`src/rtl/cpu_ahb2apb_bridge_pkg.sv`:
```
// Shared AHB/APB bus encodings and the bridge state set.
// Imported by the bridge and its bus interfaces.
package cpu_bus_pkg;

  typedef enum logic [1:0] {
    HT_IDLE   = 2'b00,
    HT_BUSY   = 2'b01,
    HT_NONSEQ = 2'b10,
    HT_SEQ    = 2'b11
  } htrans_e;

  localparam logic [1:0] HRESP_OKAY  = 2'b00;
  localparam logic [1:0] HRESP_ERROR = 2'b01;

  typedef enum logic [2:0] {
    ST_IDLE,
    ST_WDATA,
    ST_SETUP,
    ST_ACCESS,
    ST_DONE,
    ST_ERR1,
    ST_ERR2
  } br_state_e;

endpackage

```
`src/rtl/cpu_ahb2apb_bridge_if.sv`:
```
// AHB-Lite and APB3 bus bundles used by the bridge.
// Both are parameterised on address and data width.
interface cpu_ahb_if #(
  parameter int ADDR_W = 32,
  parameter int DATA_W = 32
);
  logic              hsel;
  logic [1:0]        htrans;
  logic [ADDR_W-1:0] haddr;
  logic              hwrite;
  logic [2:0]        hsize;
  logic [DATA_W-1:0] hwdata;
  logic              hready;
  logic              hreadyout;
  logic [1:0]        hresp;
  logic [DATA_W-1:0] hrdata;

  modport master (
    output hsel, htrans, haddr, hwrite,
    output hsize, hwdata, hready,
    input  hreadyout, hresp, hrdata
  );

  modport slave (
    input  hsel, htrans, haddr, hwrite,
    input  hsize, hwdata, hready,
    output hreadyout, hresp, hrdata
  );
endinterface

interface cpu_apb_if #(
  parameter int ADDR_W = 32,
  parameter int DATA_W = 32
);
  logic              psel;
  logic              penable;
  logic              pwrite;
  logic [ADDR_W-1:0] paddr;
  logic [DATA_W-1:0] pwdata;
  logic [DATA_W-1:0] prdata;
  logic              pready;
  logic              pslverr;

  modport master (
    output psel, penable, pwrite, paddr, pwdata,
    input  prdata, pready, pslverr
  );

  modport slave (
    input  psel, penable, pwrite, paddr, pwdata,
    output prdata, pready, pslverr
  );
endinterface

```
`src/rtl/cpu_ahb2apb_bridge.sv`:
```
// AHB-Lite slave to APB3 master bridge, one APB SETUP/ACCESS per AHB
// data phase, with optional PREADY timeout mapped to an AHB ERROR.
module cpu_ahb2apb_bridge
  import cpu_bus_pkg::*;
#(
  parameter int ADDR_W  = 32,
  parameter int DATA_W  = 32,
  parameter int TIMEOUT = 0
) (
  input  logic     cpu_hclk,
  input  logic     cpu_hrst_n,
  cpu_ahb_if.slave ahb,
  cpu_apb_if.master apb
);

  localparam int CNT_W =
    (TIMEOUT > 0) ? $clog2(TIMEOUT + 1) : 1;
  localparam logic [CNT_W-1:0] CNT_MAX  = CNT_W'(TIMEOUT);
  localparam logic [CNT_W-1:0] CNT_LAST = CNT_W'(TIMEOUT - 1);

  br_state_e         state, state_n;
  logic [ADDR_W-1:0] paddr_q;
  logic              pwrite_q;
  logic [DATA_W-1:0] pwdata_q;
  logic [DATA_W-1:0] hrdata_q;
  logic [CNT_W-1:0]  cnt;

  logic accept, can_take, take, ack, tmo;
  logic unused;

  assign unused = ^{ahb.hsize, ahb.htrans[0]};

  assign accept   = ahb.hsel & ahb.hready & ahb.htrans[1];
  assign can_take = (state == ST_IDLE) |
                    (state == ST_DONE) |
                    (state == ST_ERR2);
  assign take     = accept & can_take;
  assign ack      = (state == ST_ACCESS) & apb.pready;
  assign tmo      = (TIMEOUT != 0) & ~apb.pready &
                    (cnt == CNT_LAST);

  always_comb begin
    state_n       = state;
    ahb.hreadyout = 1'b1;
    ahb.hresp     = HRESP_OKAY;
    apb.psel      = 1'b0;
    apb.penable   = 1'b0;
    unique case (state)
      ST_IDLE, ST_DONE, ST_ERR2: begin
        if (state == ST_ERR2)
          ahb.hresp = HRESP_ERROR;
        if (take)
          state_n = ahb.hwrite ? ST_WDATA : ST_SETUP;
        else
          state_n = ST_IDLE;
      end
      ST_WDATA: begin
        ahb.hreadyout = 1'b0;
        state_n       = ST_SETUP;
      end
      ST_SETUP: begin
        ahb.hreadyout = 1'b0;
        apb.psel      = 1'b1;
        state_n       = ST_ACCESS;
      end
      ST_ACCESS: begin
        ahb.hreadyout = 1'b0;
        apb.psel      = 1'b1;
        apb.penable   = 1'b1;
        if (apb.pready)
          state_n = apb.pslverr ? ST_ERR1 : ST_DONE;
        else if (tmo)
          state_n = ST_ERR1;
      end
      ST_ERR1: begin
        ahb.hreadyout = 1'b0;
        ahb.hresp     = HRESP_ERROR;
        state_n       = ST_ERR2;
      end
      default: state_n = ST_IDLE;
    endcase
  end

  always_ff @(posedge cpu_hclk or negedge cpu_hrst_n) begin
    if (!cpu_hrst_n)
      state <= ST_IDLE;
    else
      state <= state_n;
  end

  always_ff @(posedge cpu_hclk or negedge cpu_hrst_n) begin
    if (!cpu_hrst_n) begin
      paddr_q  <= '0;
      pwrite_q <= 1'b0;
      pwdata_q <= '0;
      hrdata_q <= '0;
    end else begin
      if (take) begin
        paddr_q  <= ahb.haddr;
        pwrite_q <= ahb.hwrite;
      end
      if (state == ST_WDATA)
        pwdata_q <= ahb.hwdata;
      if (ack & ~apb.pslverr & ~pwrite_q)
        hrdata_q <= apb.prdata;
    end
  end

  // Counts ACCESS cycles; saturates so a stuck slave never wraps it
  always_ff @(posedge cpu_hclk or negedge cpu_hrst_n) begin
    if (!cpu_hrst_n)
      cnt <= '0;
    else if (state_n == ST_SETUP)
      cnt <= '0;
    else if ((state == ST_ACCESS) && (cnt != CNT_MAX))
      cnt <= cnt + CNT_W'(1);
  end

  assign apb.paddr  = paddr_q;
  assign apb.pwrite = pwrite_q;
  assign apb.pwdata = pwdata_q;
  assign ahb.hrdata = hrdata_q;

endmodule

```
`src/flat_wrapper.sv`:
```
// flat-port wrapper written by rule: the top's interface ports become plain ports
module cpu_ahb2apb_bridge_flat import cpu_bus_pkg::*;
#(
  parameter int ADDR_W  = 32,
  parameter int DATA_W  = 32,
  parameter int TIMEOUT = 0
)
  (cpu_hclk, cpu_hrst_n, ahb_hsel, ahb_htrans, ahb_haddr, ahb_hwrite, ahb_hsize, ahb_hwdata, ahb_hready, ahb_hreadyout, ahb_hresp, ahb_hrdata, apb_psel, apb_penable, apb_pwrite, apb_paddr, apb_pwdata, apb_prdata, apb_pready, apb_pslverr);
  cpu_ahb_if #(.ADDR_W(ADDR_W), .DATA_W(DATA_W)) ahb_i ();
  cpu_apb_if #(.ADDR_W(ADDR_W), .DATA_W(DATA_W)) apb_i ();
  input  logic cpu_hclk;
  input  logic cpu_hrst_n;
  input wire logic [$bits(ahb_i.hsel)-1:0] ahb_hsel;
  input wire logic [$bits(ahb_i.htrans)-1:0] ahb_htrans;
  input wire logic [$bits(ahb_i.haddr)-1:0] ahb_haddr;
  input wire logic [$bits(ahb_i.hwrite)-1:0] ahb_hwrite;
  input wire logic [$bits(ahb_i.hsize)-1:0] ahb_hsize;
  input wire logic [$bits(ahb_i.hwdata)-1:0] ahb_hwdata;
  input wire logic [$bits(ahb_i.hready)-1:0] ahb_hready;
  output wire logic [$bits(ahb_i.hreadyout)-1:0] ahb_hreadyout;
  output wire logic [$bits(ahb_i.hresp)-1:0] ahb_hresp;
  output wire logic [$bits(ahb_i.hrdata)-1:0] ahb_hrdata;
  output wire logic [$bits(apb_i.psel)-1:0] apb_psel;
  output wire logic [$bits(apb_i.penable)-1:0] apb_penable;
  output wire logic [$bits(apb_i.pwrite)-1:0] apb_pwrite;
  output wire logic [$bits(apb_i.paddr)-1:0] apb_paddr;
  output wire logic [$bits(apb_i.pwdata)-1:0] apb_pwdata;
  input wire logic [$bits(apb_i.prdata)-1:0] apb_prdata;
  input wire logic [$bits(apb_i.pready)-1:0] apb_pready;
  input wire logic [$bits(apb_i.pslverr)-1:0] apb_pslverr;
  assign ahb_i.hsel = ahb_hsel;
  assign ahb_i.htrans = ahb_htrans;
  assign ahb_i.haddr = ahb_haddr;
  assign ahb_i.hwrite = ahb_hwrite;
  assign ahb_i.hsize = ahb_hsize;
  assign ahb_i.hwdata = ahb_hwdata;
  assign ahb_i.hready = ahb_hready;
  assign ahb_hreadyout = ahb_i.hreadyout;
  assign ahb_hresp = ahb_i.hresp;
  assign ahb_hrdata = ahb_i.hrdata;
  assign apb_psel = apb_i.psel;
  assign apb_penable = apb_i.penable;
  assign apb_pwrite = apb_i.pwrite;
  assign apb_paddr = apb_i.paddr;
  assign apb_pwdata = apb_i.pwdata;
  assign apb_i.prdata = apb_prdata;
  assign apb_i.pready = apb_pready;
  assign apb_i.pslverr = apb_pslverr;
  cpu_ahb2apb_bridge #(.ADDR_W(ADDR_W), .DATA_W(DATA_W), .TIMEOUT(TIMEOUT)) u_core (.cpu_hclk(cpu_hclk), .cpu_hrst_n(cpu_hrst_n), .ahb(ahb_i), .apb(apb_i));
endmodule
```
`config.mk`:
```
export PLATFORM = sky130hd
export DESIGN_NAME = cpu_ahb2apb_bridge_flat
export DESIGN_NICKNAME = d
export VERILOG_FILES = /design/src/rtl/cpu_ahb2apb_bridge_pkg.sv /design/src/rtl/cpu_ahb2apb_bridge_if.sv /design/src/rtl/cpu_ahb2apb_bridge.sv /design/src/flat_wrapper.sv
export SDC_FILE = /design/constraint.sdc
export NUM_CORES = 1
export LEC_CHECK = 0
export CAP_MARGIN = 20
export CORE_MARGIN = 3
export CORE_UTILIZATION = 35
export CTS_CLUSTER_DIAMETER = 80
export DETAILED_ROUTE_END_ITERATION = 10
export PLACE_DENSITY = 0.76
export SYNTH_ARGS = -nofsm -noshare
export SYNTH_HDL_FRONTEND = slang
export SYNTH_SLANG_ARGS = --single-unit
```
`constraint.sdc`:
```
create_clock -name cpu_hclk -period 1.7 [get_ports cpu_hclk]
set_clock_uncertainty 0.05 [all_clocks]
set_input_delay 0.34 -clock cpu_hclk [delete_from_list [all_inputs] [get_ports cpu_hclk]]
set_output_delay 0.34 -clock cpu_hclk [all_outputs]
set_load 0.005 [all_outputs]
```
======== Word level (Yosys, flattened, before mapping) ========
Index checks and enable logic that the tools add are counted.
storage, ports and cells
  output and inout port bits .............. 102
  register bits after elaboration ......... 100
  word-level logic and storage cells ...... 36
  input port bits ......................... 108
operators by class
  muxes and demuxes ....................... 10
  reductions and logical operators ........ 4
  bitwise logic cells ..................... 10
  equality and inequality tests ........... 7
operators with widths
  kind                                                             count
  3-bit case mux with 5 select lines                               1
  3-bit == test, second input constant                             3
  1-bit AND                                                        6
  3-bit by 2-bit == test with 1-bit output, second input constant  2
  3-bit 2-to-1 mux                                                 2
  1-bit 2-to-1 mux                                                 5
  2-bit case mux with 2 select lines                               1
  4-bit OR reduction                                               1
  3-bit by 1-bit == test with 1-bit output, second input constant  1
  3-bit logical NOT                                                1
  3-bit OR reduction                                               1
  2-bit 2-to-1 mux                                                 1
  2-bit inequality test, second input constant                     1
  1-bit NOT                                                        2
  1-bit bitwise OR                                                 2
  2-bit OR reduction                                               1

======== Longest topological paths before layout ========
  depth in word-level cells ............... 6
  mapped depth ............................ 5
  depth with buffers taken out ............ 4

======== Least setup slack after synthesis ========
No wires, ideal clock.
  path type ............................... reg2reg
  start point ............................. register u_core.state[2]
  end point ............................... register u_core.hrdata_q[0], in the netlist u_core.ahb.hrdata[0]
  required time ........................... 1,525 ps
  stages on the path, launching flop included .. 6
  setup time .............................. 125 ps
  buffers on the path ..................... 2
  arrival time ............................ 1,586 ps
  slack ................................... -62 ps
  clock period less this slack ............ 1,762 ps
  cell sequence ........................... dfrtp_1 -> nand2b_1 -> or4_4 -> buf_6 -> buf_12 -> mux2_4
on the way
  cells in the longest elaborated chain, start to end .. 4
ends and longest elaborated chain
  item                                      RTL line                   text
  from (decl)                               cpu_ahb2apb_bridge.sv:21   br_state_e state, state_n;
  from (signal assigned)                    cpu_ahb2apb_bridge.sv:88   state <= state_n;
  3-bit by 2-bit == test with 1-bit output  cpu_ahb2apb_bridge.sv:38   assign ack = (state == ST_ACCESS) & apb.pready;
  1-bit AND                                 cpu_ahb2apb_bridge.sv:38
  1-bit AND (2 in series)                   cpu_ahb2apb_bridge.sv:104  if (ack & ~apb.pslverr & ~pwrite_q)
  to (signal assigned)                      cpu_ahb2apb_bridge.sv:105  hrdata_q <= apb.prdata;
  to (decl)                                 cpu_ahb2apb_bridge.sv:25   logic [DATA_W-1:0] hrdata_q;
No other way between the ends.
A chain may end at the register's enable or synchronous reset.

======== Worst setup path in the final report ========
  start point ............................. register u_core.state[0]
  end point ............................... register u_core.paddr_q[31], in the netlist u_core.apb.paddr[31]
on the way
  cells in the longest elaborated chain, start to end .. 4
  elaborated cells between the ends (all ways) .. 6
  those cells by class .................... eq/ne (2); bitwise (3); reduce/logical (1)
ends and longest elaborated chain
  item                                                       RTL line                                            text
  3-bit == test / 3-bit logical NOT (equally long branches)  cpu_ahb2apb_bridge.sv:35, cpu_ahb2apb_bridge.sv:34
  1-bit bitwise OR                                           cpu_ahb2apb_bridge.sv:34                            assign can_take = (state == ST_IDLE) |
  1-bit bitwise OR (*)                                       cpu_ahb2apb_bridge.sv:35                            (state == ST_DONE) |
  1-bit AND (*)                                              cpu_ahb2apb_bridge.sv:37                            assign take = accept & can_take;
  to (signal assigned)                                       cpu_ahb2apb_bridge.sv:99                            paddr_q <= ahb.haddr;
  to (decl)                                                  cpu_ahb2apb_bridge.sv:22                            logic [ADDR_W-1:0] paddr_q;
Every way passes the cells marked *; elsewhere a longest branch is shown, timed or not.

==> flow_summary_export.csv <==
group,metric,value,unit
die,start_util,0.361,
timing,setup_viol,65,
worst_setup_path,startpoint_type,"flip-flop",
clock_network,clock_sinks,100,
die,die_area,12600,um2
timing,max_freq,549,MHz
layout,drive_above_1_share,0.317,
power_and_ir_drop,total_leakage_power,2.98,nW
timing,whs,-0.00998,ns
timing,hold_viol,5,
worst_setup_path,cp.arrival,1.99,ns
layout,utilization,0.620,
layout,layout_commonest_cell,"clkdlybuf4s50_1",
clock_network,cts_hold_buf,0,
power_and_ir_drop,p_switching,3.03,mW
timing,worst_slew_pin_slew,0.544,ns
status,status,"finished, violations left",
drt,drt-vias-per-instance,4.58,
placement,place_hpwl,7240,um
drt,wirelength,10500,um
power_and_ir_drop,power.internal,8.86,mW
yosys,ys_ff_latch,100,
drt,ant_nets,0,
die,io_pins,210,
power_and_ir_drop,power_density,1750,nW/um2
grt,overflow,0,
timing,slew_headroom,0.637,
placement,gp_congestion,0.730,
worst_setup_path,crit_path_end_kind,"flip-flop",
timing,rsz0062_at_grt,"true",
layout,areaGrowthSynthToFinish,71.9,%
worst_setup_path,reg2regPathDepth,7,
placement,numPortBuffers,204,
grt,grt_pass1_wl,16200,um
yosys,syn_inst,229,
clock_network,clk_pin_slew,0.06,ns
layout,fillerInstances,845,
power_and_ir_drop,seqPwrFrac,0.357,
clock_network,cts_buffer_depth,2,
timing,period_share,1.07,
drt,wire_per_inst,17.5,um
yosys,syn_nets,337,
power_and_ir_drop,peakVddDrop,0.884,mV
drt,dr.pass1.iters,4,
drt,drt_iter0_drc,66,
power_and_ir_drop,power.share.clock,0.190,
yosys,synth.yosys.seq_area_share,0.635,
yosys,ys_types,24,
yosys,avgSynthCellArea,17.2,um2
worst_setup_path,required,1.87,ns
timing,finalMaxSlewViolations,0,
clock_network,h-tree-depth,3,
drt,vias,2740,
drt,drc_errors,0,
timing,fin_crit,1.82,ns
layout,nets,561,
grt,grt_max_degree,101,
hold_path,min_path_type,"in2async",
worst_setup_path,crit_path_max_fanout,5,
yosys,syn_area,3940,um2
clock_network,cts_tree,"yes",
die,rows,38,
grt,track_usage,0.162,
clock_network,clkLatencyLatePin,0.34,ns
clock_network,cts_root_buffer,"clkbuf_16",
die,die_h,112,um
layout,layout_common_cells,"198 x clkdlybuf4s50_1, 99 x dfrtp_1, 48 x mux2_4, 48 x mux2_2, 11 x clkbuf_16",
power_and_ir_drop,power_frac_comb,0.454,
grt,first_global_vias,3087,
clock_network,cts_buffers,9,
grt,grt_antenna_before_repair,0,
status,violations,"hold timing, setup timing",
layout,n_antenna_cell,0,
yosys,yosys_warnings,0,
die,core_area,10900,um2
worst_setup_path,path_class,"reg2reg",
power_and_ir_drop,sw_frac_of_total,0.255,
die,die_w,112,um
timing,layout_setup_ws,-0.121,ns
job,drv_cap,0,
## metrics by stage
step,power (mW),std cells,TNS (ns),setup slack (ns),area [um2]
after floorplan,6.15,229,-1.04,-0.0346,3950
after global placement,9.21,572,-16.43,-0.343,6170
after detailed placement,9.40,572,-17.08,-0.360,6170
after CTS,11.9,594,-4.31,-0.102,6670
after global routing,12.6,598,-9.91,-0.184,6780
final,11.9,598,-5.90,-0.121,6780
## layer usage
layer,global-route usage,vias up,part of all wire
li1,-,1250,-
met1,0.191,1370,0.38
met2,0.279,112,0.54
met3,0.0518,8,0.077
met4,0.0577,0,0.010
met5,0,-,0
## worst max-delay path, stage by stage, from the launching register on
cell      delay [ns]
dfrtp_1         0.40
buf_6           0.13
buf_6           0.10
nand4b_1        0.23
nor2_4          0.24
buf_12          0.15
buf_16          0.12
mux2_4          0.29
## Yosys cell counts
| cell | n | area [um2] |
|---|---|---|
| buf_2 | 6 | 30.0 |
| buf_6 | 1 | 11.3 |
| o31ai_1 | 1 | 7.51 |
| o2bb2ai_1 | 1 | 8.76 |
| and2b_1 | 1 | 7.51 |
| clkinv_1 | 1 | 3.75 |
| o21a_1 | 1 | 7.51 |
| a21oi_1 | 2 | 10.0 |
| and2_1 | 1 | 6.26 |
| nand2_1 | 1 | 3.75 |
| mux2_1 | 1 | 11.3 |
| nor2b_1 | 4 | 25.0 |
| buf_12 | 3 | 60.1 |
| mux2_2 | 66 | 743 |
| buf_4 | 1 | 7.51 |
| clkbuf_1 | 1 | 3.75 |
| conb_1 | 1 | 3.75 |
| nand2b_1 | 1 | 6.26 |
| nand4b_1 | 1 | 8.76 |
| dfrtp_1 | 100 | 2500 |
| nor2_2 | 1 | 6.26 |
| or4_4 | 1 | 11.3 |
| mux2_4 | 30 | 450 |
| nor2_1 | 2 | 7.51 |
## cells by family after synthesis
logic type / synth area share
other: 0.000951
buffers and inverters: 0.0295
multiplexers: 0.306
flip-flops: 0.635
AND/OR/NAND/NOR: 0.0209
AO/OA/AOI/OAI: 0.00857
## worst paths after layout
kind / slack (ns) / from / to
setup / recovery: -0.12 / u_core.state[0] / u_core.apb.paddr[31]
hold / removal: -0.01 / cpu_hrst_n / u_core.ahb.hrdata[13]
setup reg to reg: -0.12 / u_core.state[0] / u_core.apb.paddr[31]
hold reg to reg: 0.44 / u_core.apb.pwdata[6] / u_core.apb.pwdata[6]
max in group asynchronous: 1.18 / cpu_hrst_n / u_core.state[1]
min in group cpu_hclk: 0.44 / u_core.apb.pwdata[6] / u_core.apb.pwdata[6]
## registers in the layout, summed over array words and instances (netlist names)
signal             flops
u_core.ahb.hrdata     32
u_core.apb.pwrite      1
u_core.state           3
u_core.apb.paddr      32
u_core.apb.pwdata     32
## power by group through the flow
stage | clock network [mW] | logic (mW) | registers (mW)
2_1_floorplan | 0 | 1.86 | 4.29
3_3_place_gp | 0 | 5.00 | 4.21
3_5_place_dp | 0 | 5.13 | 4.27
4_1_cts | 2.32 | 5.34 | 4.25
5_1_grt | 2.44 | 5.70 | 4.42
6_report | 2.25 | 5.39 | 4.24
## final cells by class
cell class                 count  area (um2)  share of cell area
timing repair buffer         225        2340               0.346
tap                          140         175              0.0258
sequential                   100        2500               0.369
multi-input combinational    116        1410               0.209
clock inverter                 3        67.6             0.00997
inverter                       1        5.00            0.000738
clock buffer                  13         270              0.0399
## repair_timing
| action | in CTS | in global routing |
|---|---|---|
| pin swaps | 0 | 1 |
| endpoints found under the setup margin | 65 | 100 |
| resized for setup | 39 | 12 |
| endpoints found under the hold margin | 0 | 0 |
| cloned | 2 | 3 |
| buffers inserted | 4 | 1 |
(Power assumes the default switching activity.)
